==> src/rtl/alu_cmd_pkg.sv <==
// Command format shared by the run button capture stage and the ALU/register-file core.
// Latency: n/a (types and constants only).
// Backpressure: n/a.
package alu_cmd_pkg;

  localparam int OP_W   = 3;
  localparam int ADDR_W = 3;
  localparam int CMD_W  = OP_W + 3 * ADDR_W;

  typedef enum logic [OP_W-1:0] {
    OP_ADD = 3'b000,
    OP_SUB = 3'b001,
    OP_AND = 3'b011,
    OP_CAS = 3'b111
  } op_e;

  // Field order matches the switch bank: op in the MSBs, addr3 in the LSBs.
  typedef struct packed {
    logic [OP_W-1:0]   op;
    logic [ADDR_W-1:0] a1;
    logic [ADDR_W-1:0] a2;
    logic [ADDR_W-1:0] a3;
  } cmd_t;

  typedef enum logic [1:0] {
    ST_IDLE     = 2'd0,
    ST_ISSUE    = 2'd1,
    ST_WAIT_REL = 2'd2
  } cap_state_e;

endpackage

==> src/rtl/run_cmd_capture_debounce_sync.sv <==
// Synchronises and debounces a raw push-button, producing a clean level and a 0->1 pulse.
// Latency: 2 sync edges + DEBOUNCE_CYCLES edges until the level flips; rise follows the flip.
// Backpressure: none; free-running.
module debounce_sync #(
  parameter int DEBOUNCE_CYCLES = 250_000
) (
  input  logic clk,
  input  logic rst_n,
  input  logic din,
  output logic level,
  output logic rise
);

  localparam int CNT_BITS = (DEBOUNCE_CYCLES > 1) ? $clog2(DEBOUNCE_CYCLES) : 1;
  localparam logic [CNT_BITS-1:0] CNT_LAST = CNT_BITS'(DEBOUNCE_CYCLES - 1);

  logic                sync_q1;
  logic                sync_q2;
  logic                level_q;
  logic                level_d1;
  logic [CNT_BITS-1:0] cnt_q;

  always_ff @(posedge clk or negedge rst_n) begin
    if (!rst_n) begin
      sync_q1 <= 1'b0;
      sync_q2 <= 1'b0;
    end else begin
      sync_q1 <= din;
      sync_q2 <= sync_q1;
    end
  end

  // The counter only runs while the synced input disagrees with the accepted level.
  always_ff @(posedge clk or negedge rst_n) begin
    if (!rst_n) begin
      cnt_q   <= '0;
      level_q <= 1'b0;
    end else if (sync_q2 == level_q) begin
      cnt_q <= '0;
    end else if (cnt_q == CNT_LAST) begin
      cnt_q   <= '0;
      level_q <= ~level_q;
    end else begin
      cnt_q <= cnt_q + CNT_BITS'(1);
    end
  end

  always_ff @(posedge clk or negedge rst_n) begin
    if (!rst_n) begin
      level_d1 <= 1'b0;
    end else begin
      level_d1 <= level_q;
    end
  end

  assign level = level_q;
  assign rise  = level_q & ~level_d1;

endmodule

==> src/rtl/run_cmd_capture.sv <==
// Turns each debounced run press into one latched command offered to the core.
// Latency: cmd_valid 2+DEBOUNCE_CYCLES+1 edges after run is first sampled high.
// Backpressure: command held stable on cmd_valid until cmd_ready; new presses ignored while busy.
module run_cmd_capture
  import alu_cmd_pkg::*;
#(
  parameter int DEBOUNCE_CYCLES = 250_000,
  parameter int CNT_W           = 8
) (
  input  logic              clk,
  input  logic              rst_n,
  input  logic              run,
  input  logic [CMD_W-1:0]  command,
  output logic              cmd_valid,
  input  logic              cmd_ready,
  output logic [OP_W-1:0]   cmd_op,
  output logic [ADDR_W-1:0] cmd_a1,
  output logic [ADDR_W-1:0] cmd_a2,
  output logic [ADDR_W-1:0] cmd_a3,
  output logic              busy,
  output logic [CNT_W-1:0]  issue_count
);

  logic       run_level;
  logic       run_rise;
  cap_state_e state_q;
  cap_state_e state_d;
  logic       load_cmd;
  logic       handshake;
  cmd_t       cmd_q;
  logic [CNT_W-1:0] issue_count_q;

  debounce_sync #(
    .DEBOUNCE_CYCLES(DEBOUNCE_CYCLES)
  ) u_debounce (
    .clk   (clk),
    .rst_n (rst_n),
    .din   (run),
    .level (run_level),
    .rise  (run_rise)
  );

  assign handshake = (state_q == ST_ISSUE) && cmd_ready;

  always_ff @(posedge clk or negedge rst_n) begin
    if (!rst_n) begin
      state_q <= ST_IDLE;
    end else begin
      state_q <= state_d;
    end
  end

  always_comb begin
    state_d  = state_q;
    load_cmd = 1'b0;
    case (state_q)
      ST_IDLE: begin
        if (run_rise) begin
          load_cmd = 1'b1;
          state_d  = ST_ISSUE;
        end
      end
      ST_ISSUE: begin
        // A still-held button must be released before another issue is allowed.
        if (handshake) begin
          state_d = run_level ? ST_WAIT_REL : ST_IDLE;
        end
      end
      ST_WAIT_REL: begin
        if (!run_level) begin
          state_d = ST_IDLE;
        end
      end
      default: state_d = ST_IDLE;
    endcase
  end

  // Switches are quasi-static, so they are captured without synchronisation.
  always_ff @(posedge clk or negedge rst_n) begin
    if (!rst_n) begin
      cmd_q <= '0;
    end else if (load_cmd) begin
      cmd_q <= cmd_t'(command);
    end
  end

  always_ff @(posedge clk or negedge rst_n) begin
    if (!rst_n) begin
      issue_count_q <= '0;
    end else if (handshake) begin
      issue_count_q <= issue_count_q + CNT_W'(1);
    end
  end

  assign cmd_valid   = (state_q == ST_ISSUE);
  assign busy        = (state_q != ST_IDLE);
  assign cmd_op      = cmd_q.op;
  assign cmd_a1      = cmd_q.a1;
  assign cmd_a2      = cmd_q.a2;
  assign cmd_a3      = cmd_q.a3;
  assign issue_count = issue_count_q;

endmodule

==> config.mk <==
export PLATFORM = sky130hd
export DESIGN_NAME = run_cmd_capture
export DESIGN_NICKNAME = d
export VERILOG_FILES = /design/src/rtl/alu_cmd_pkg.sv /design/src/rtl/run_cmd_capture_debounce_sync.sv /design/src/rtl/run_cmd_capture.sv
export SDC_FILE = /design/constraint.sdc
export NUM_CORES = 1
export LEC_CHECK = 0
export BUFFER_PORTS_ARGS = -buffer_cell sky130_fd_sc_hd__clkbuf_2
export CELL_PAD_IN_SITES_DETAIL_PLACEMENT = 0
export CELL_PAD_IN_SITES_GLOBAL_PLACEMENT = 1
export CORE_MARGIN = 3
export CORE_UTILIZATION = 42
export DETAILED_ROUTE_END_ITERATION = 8
export PLACE_DENSITY = 0.77
export SETUP_SLACK_MARGIN = 0.2
export SLEW_MARGIN = 40
export SYNTH_ARGS = -nofsm -noshare
export SYNTH_HDL_FRONTEND = slang
export SYNTH_SLANG_ARGS = --single-unit
==> constraint.sdc <==
create_clock -name clk -period 2.1 [get_ports clk]
set_input_delay 0.315 -clock clk [delete_from_list [all_inputs] [get_ports clk]]
set_output_delay 0.315 -clock clk [all_outputs]
set_load 0.05 [all_outputs]
==> Word level (Yosys, flattened, before mapping) <==
Index checks and enable logic that the tools add are counted.
{ "op_classes": {"n_addsub": 2, "n_eq_ne": 7, "n_mux": 9, "n_bitwise": 4, "n_reduce_logical": 5} }
{ "ops": {"columns": ["operator", "n"], "rows": [
  ["$mux W18", 2],
  ["$add A18 B1 Y18 const B", 1],
  ["$eq A18 B18 Y1 const B", 1],
  ["$add A8 B1 Y8 const B", 1],
  ["$mux W2", 4],
  ["$pmux W2 S3", 1],
  ["$ne A2 B2 Y1 const B", 2],
  ["$not A1 Y1", 3],
  ["$reduce_and A3 Y1", 1],
  ["$eq A2 B1 Y1 const B", 1],
  ["$eq A2 B2 Y1 const B", 1],
  ["$logic_not A2 Y1", 1],
  ["$mux W1", 2],
  ["$ne A2 B1 Y1 const B", 1],
  ["$reduce_and A2 Y1", 1],
  ["$reduce_bool A2 Y1", 1],
  ["$and A1 B1 Y1", 1],
  ["$eq A1 B1 Y1", 1],
  ["$logic_and A1 B1 Y1", 1]
]} }
{ "totals": {"reg_bits": 44, "input_bits": 16, "output_inout_bits": 22, "elab_cells": 38} }

==> Logic depth before layout (Yosys ltp) <==
{ "logic_depth": {"ltp_word": 4, "depth_mapped": 5, "mapped_depth_nobuf": 5} }

==> Cells and area by module <==
Synthesis repeated with hierarchy kept, for this count alone.
{ "unflattened": {"cells_unflattened": 165, "area_unflattened_um2": 2019.4} }
{ "modules_own_cells": {"columns": ["mod", "instances", "cells_each", "area_each_um2", "seq_area_each_um2"], "rows": [
  ["debounce_sync", 1, 100, 1061.0, 550.5],
  ["run_cmd_capture", 1, 65, 958.4, 550.5]
]} }

==> Worst setup path before layout <==
Ideal clock, no wire load.
{ "synth_path": {"kind": "register to register", "startpoint": "register state_q[1]", "endpoint": "register cmd_q, in the netlist cmd_a1[0]", "setup_ns": 0.125, "t_arrival_ns": 1.836, "t_required_ns": 1.975, "path_slack_ns": 0.139, "stages_incl_launch_ff": 5, "n_path_buf": 1, "synth_period_minus_slack_ns": 1.961, "cell_sequence": "dfrtp_1 > or2_2 > nor3b_1 > buf_2 > mux2_2"} }
{ "synth_between": {"elab_chain_cells": 2} }
{ "synth_rtl": {"columns": ["element", "line_no", "text"], "rows": [
  ["from (decl)", "run_cmd_capture.sv:26", "cap_state_e state_q;"],
  ["from (signal assigned)", "run_cmd_capture.sv:49", "state_q <= state_d;"],
  ["$logic_not A2 Y1", "run_cmd_capture.sv:56", "case (state_q)"],
  ["$mux W1", "run_cmd_capture.sv:56", null],
  ["to (signal assigned)", "run_cmd_capture.sv:83", "cmd_q <= cmd_t'(command);"],
  ["to (decl)", "run_cmd_capture.sv:30", "cmd_t cmd_q;"]
]} }
No other way between the ends.
A chain may end at the register's enable or synchronous reset.

==> Final worst setup path <==
{ "layout_path": {"startpoint": "register u_debounce.cnt_q[8]", "endpoint": "register u_debounce.cnt_q[17]"} }
{ "layout_between": {"elab_chain_cells": 3, "elab_cells_between_ends": 4, "cone_classes": "1 x add/sub; 1 x eq/ne; 2 x mux"} }
{ "layout_rtl": {"columns": ["element", "line_no", "text"], "rows": [
  ["from (decl)", "run_cmd_capture_debounce_sync.sv:21", "logic [CNT_BITS-1:0] cnt_q;"],
  ["from (signal assigned)", "run_cmd_capture_debounce_sync.sv:44", "cnt_q <= cnt_q + CNT_BITS'(1);"],
  ["$add A18 B1 Y18 or $eq A18 B18 Y1 (tied branches)", "run_cmd_capture_debounce_sync.sv:44, run_cmd_capture_debounce_sync.sv:40", null],
  ["$mux W18 (*)", "run_cmd_capture_debounce_sync.sv:40", "end else if (cnt_q == CNT_LAST) begin"],
  ["$mux W18 (*)", "run_cmd_capture_debounce_sync.sv:38", "end else if (sync_q2 == level_q) begin"]
]} }
Every way passes the cells marked *; elsewhere a longest branch is shown, timed or not.

==> summary by stage <==
Outcome
The flow ran to the end, and the final reports show no timing, DRC or antenna violations.

Timing
The count of endpoints failing hold in the final timing report is 0. The final-layout setup total negative slack is 0 ps. The minimum clock period after layout is 1804 ps. The worst hold slack is 117.9 ps. The transition at the pin with the smallest max-transition slack is 382.1 ps. Setup repair after global routing left no endpoint under its margin. Measured against its own limit, the worst slew margin works out to 74.29%. Between clock sinks in the finished design, the worst skew comes to 11.17 ps. Across all setup checks in the final design, the least slack found is 296.3 ps. Setup violations remaining at the end of the flow were counted as 0. The number of max-slew violations in the final report came to 0. Of the available clock period, the critical path in the final layout requires 85.89%. Based on the critical path, the design can be clocked at up to 0.5544 GHz.

Route
The via density per instance is 5.046. The pre-antenna-repair detailed-routing pass consisted of 6 iterations. For this block, the initial DRC count from the detailed router was 72.

The routed wire length per instance is 13.20 um. The count of nets left with antenna violations after detail routing is 0. In the routed design, unresolved DRC markers number 0. Wires add up to 3.459 mm. The total via count after detailed routing is 1,322.

Critical path
STA classifies the critical path startpoint as a flip-flop. The largest single stage delay on the critical path is 540 ps. The critical-path maximum fanout is 6. The kind of cell adding the most delay to the critical path is simple AND/OR/NAND/NOR gates.

The critical path data arrival time is 2050 ps. The worst endpoint required time is 2340 ps. The nature of the critical path endpoint is a flip-flop. Together, buffers and inverters on the worst path number 0. Walking the worst path, the cells encountered are nand4_1, or4_4, or3_1, a21oi_2. The worst setup path is of the flip-flop to flip-flop kind.

The cell with the largest stage delay on the worst path is sky130_fd_sc_hd__or4_4.

Layout
The number of filler instances in the final layout is 364. The number of antenna diodes in the final layout is 0. After routing the design area is 2328 sq um. The combined flip-flop and latch cell area is 1101 sq um. The final net count is 229. The post-route netlist has 33.49% of its cells at a drive strength greater than 1.

Summing all multi-input logic gate instances after layout gives 779.5 sq um. Once layout is complete, the utilization of the core stands at 55.80%. The finished layout holds 262 standard cells, fillers aside. From synthesis to final layout, the design area changed by 22.27%.

Clock network
The level count of the clock H-tree is 2. Clock-pin slew was measured on the worst setup and hold paths at 90 ps. The CTS buffer count is 5. The worst-skew pair later-pin latency is 300 ps.

The clock tree root buffer cell is sky130_fd_sc_hd__clkbuf_8. The clock passes through at most 2 buffers. The number of gates resized after CTS was 0. The number of sinks on the clock net is 44.

TritonCTS built the clock tree.

Yosys
The post-synthesis cell area is 1904 sq um. The count of synthesis-stage warnings from yosys is 0. After synthesis the netlist holds a flip-flop and latch count of 44. The share of the yosys chip area belonging to registers is 57.82%. The number of unique standard cell types used by synthesis is 30. The synthesized area per cell is 11.90 sq um. The number of instances in the synthesized netlist is 160. When the netlist entered floorplanning its net count stood at 178.

Power and ir drop
The leakage power total is 1.149 nW. The power after layout is 1.545 mW. The maximum ir drop on the vdd rail is 0.4367 mV. The power per cell area is 663.4 nW/um^2.

Place
Routability-driven placement finished with a final weighted congestion of 0.8671. The standard cell area after detailed placement is 2192 sq um. The number of buffer cells added on primary ports is 37. The count of placed standard cells including taps is 251. The placement-stage worst setup slack is 333.3 ps. The half-perimeter wire length after placement is 2.553 mm.

GRT
The first-pass GRT wire length is 6.299 mm. The global routing met1 resource utilization is 18.90%. Entering global routing, the biggest net connects 23 pins.

Summed over all layers, the global routing overflow is 0. The number of antenna violations at the first check in global routing came to 0. The met2 usage is 24.63%.

Global routing used 15.54% of the available tracks. In the global route stage, met3 resource usage came out at 5.062%. The number of global-route vias before repair is 1,432. In this run the most used layer during global routing was met2.

Die
Once the floorplan was initialized, standard cells occupied 45.64% of the core. The die covers 5378 sq um. The die is 73.34 um wide. The initialized floorplan defines 23 standard-cell rows.

The area of the core is 4173 sq um. The number of I/O pins is 38. Measured along the y axis, the die boundary spans 73.34 um.

Flow run
Max-cap violations in this run came to 0.

Min path
The class of the most critical hold timing path is input pin to flip-flop.
-- cell usage after synthesis --
cell / count / area (sq um)
sky130_fd_sc_hd__o21ai_0: 1 / 5.000
sky130_fd_sc_hd__xnor2_1: 19 / 166.4
sky130_fd_sc_hd__nand2b_1: 1 / 6.260
sky130_fd_sc_hd__xor2_1: 4 / 35.03
sky130_fd_sc_hd__nor3_1: 4 / 20.02
sky130_fd_sc_hd__nand3_1: 10 / 50.05
sky130_fd_sc_hd__and3_1: 1 / 6.260
sky130_fd_sc_hd__or4_4: 1 / 11.26
sky130_fd_sc_hd__mux2_2: 12 / 135.1
sky130_fd_sc_hd__nor4_1: 5 / 31.28
sky130_fd_sc_hd__ha_1: 2 / 25.02
sky130_fd_sc_hd__nand4_4: 1 / 21.27
sky130_fd_sc_hd__inv_1: 5 / 18.77
sky130_fd_sc_hd__nor3b_1: 1 / 7.510
sky130_fd_sc_hd__o41ai_4: 1 / 27.53
sky130_fd_sc_hd__mux2_1: 1 / 11.26
sky130_fd_sc_hd__or2_2: 1 / 6.260
sky130_fd_sc_hd__nand3b_1: 1 / 7.510
sky130_fd_sc_hd__nor2_1: 22 / 82.58
sky130_fd_sc_hd__or3_1: 1 / 6.260
sky130_fd_sc_hd__nand4_1: 6 / 37.54
sky130_fd_sc_hd__and2_1: 1 / 6.260
sky130_fd_sc_hd__nand2_1: 8 / 30.03
sky130_fd_sc_hd__buf_2: 2 / 10.01
sky130_fd_sc_hd__a21o_1: 1 / 7.510
sky130_fd_sc_hd__nor4b_1: 1 / 8.760
sky130_fd_sc_hd__a21boi_0: 1 / 7.510
sky130_fd_sc_hd__a21oi_2: 1 / 8.760
sky130_fd_sc_hd__dfrtp_1: 44 / 1101
sky130_fd_sc_hd__nor2b_1: 1 / 6.260
-- report_power, final --
part | internal [mW] | switching, mW | total (mW)
sequential | 0.853 | 0.00524 | 0.858
clock | 0.352 | 0.284 | 0.636
combinational | 0.0212 | 0.0295 | 0.0507
total | 1.23 | 0.319 | 1.54
-- layout make-up --
type	count	share of cell area (%)
inverters	5	0.8060
repair buffers	46	10.96
clock inverters	3	1.827
clock buffers	5	2.955
well taps	50	2.687
multi-input cells	109	33.48
flip-flops and latches	44	47.29
-- cell families after synthesis --
| group | after synthesis | synth area share [%] |
|---|---|---|
| DFF | 44 | 57.82 |
| and+or+nand+nor | 66 | 18.14 |
| AOI/OAI and AO/OA | 5 | 2.957 |
| buffers and inverters | 7 | 1.511 |
| muxes | 13 | 7.687 |
| xor gates and xnor gates | 23 | 10.58 |
| adders and majority gates | 2 | 1.314 |
-- worst paths after layout --
check	start	end	slack [ps]	cells past startpoint
setup / recovery	u_debounce.cnt_q[8]$_DFF_PN0_	u_debounce.cnt_q[17]$_DFF_PN0_	300	4
hold / removal	run	u_debounce.sync_q1$_DFF_PN0_	120	1
setup reg to reg	u_debounce.cnt_q[8]$_DFF_PN0_	u_debounce.cnt_q[17]$_DFF_PN0_	300	4
hold reg to reg	u_debounce.sync_q1$_DFF_PN0_	u_debounce.sync_q2$_DFF_PN0_	360	0
max in group asynchronous	rst_n	cmd_a2[0]$_DFFE_PN0P_	1290	3
min in group asynchronous	rst_n	issue_count[4]$_DFFE_PN0P_	350	2
-- registers in the layout, summed over array words and instances, names as in the netlist --
signal / cells
cmd_a1: 3
cmd_a2: 3
cmd_a3: 3
cmd_op: 3
issue_count: 8
state_q: 2
u_debounce.cnt_q: 18
u_debounce.level: 1
u_debounce.level_d1: 1
u_debounce.sync_q1: 1
u_debounce.sync_q2: 1
-- per-layer routing --
layer  wire (um)  vias up
met5           0        -
met4          91        0
met1        1549      627
li1            -      647
met2        1608       38
met3         210       10
-- cell usage in the layout (no fill, tap or decap), drive strengths merged, types with 2 or more instances in the layout --
| cell | instances |
|---|---|
| xnor2 | 19 |
| nor3 | 4 |
| nand2 | 8 |
| clkbuf | 42 |
| mux2 | 13 |
| inv | 5 |
| nor4 | 5 |
| dfrtp | 44 |
| nand3 | 10 |
| xor2 | 4 |
| nor2 | 22 |
| nand4 | 7 |
| ha | 2 |
| buf | 8 |
-- repair_timing --
| action | in CTS | in global routing |
|---|---|---|
| hold buffers | 1 | 0 |
| setup buffers | 0 | 2 |
| hold endpoints to repair | 2 | 0 |
| endpoints found under the setup margin | 0 | 1 |
-- worst reg2reg max path, delay by kind of cell, from the launching register on --
family | cells | cell delay, ps
simple gates | 3 | 1150
flops | 1 | 470
compound gates | 1 | 130
(Power assumes the default switching activity.)
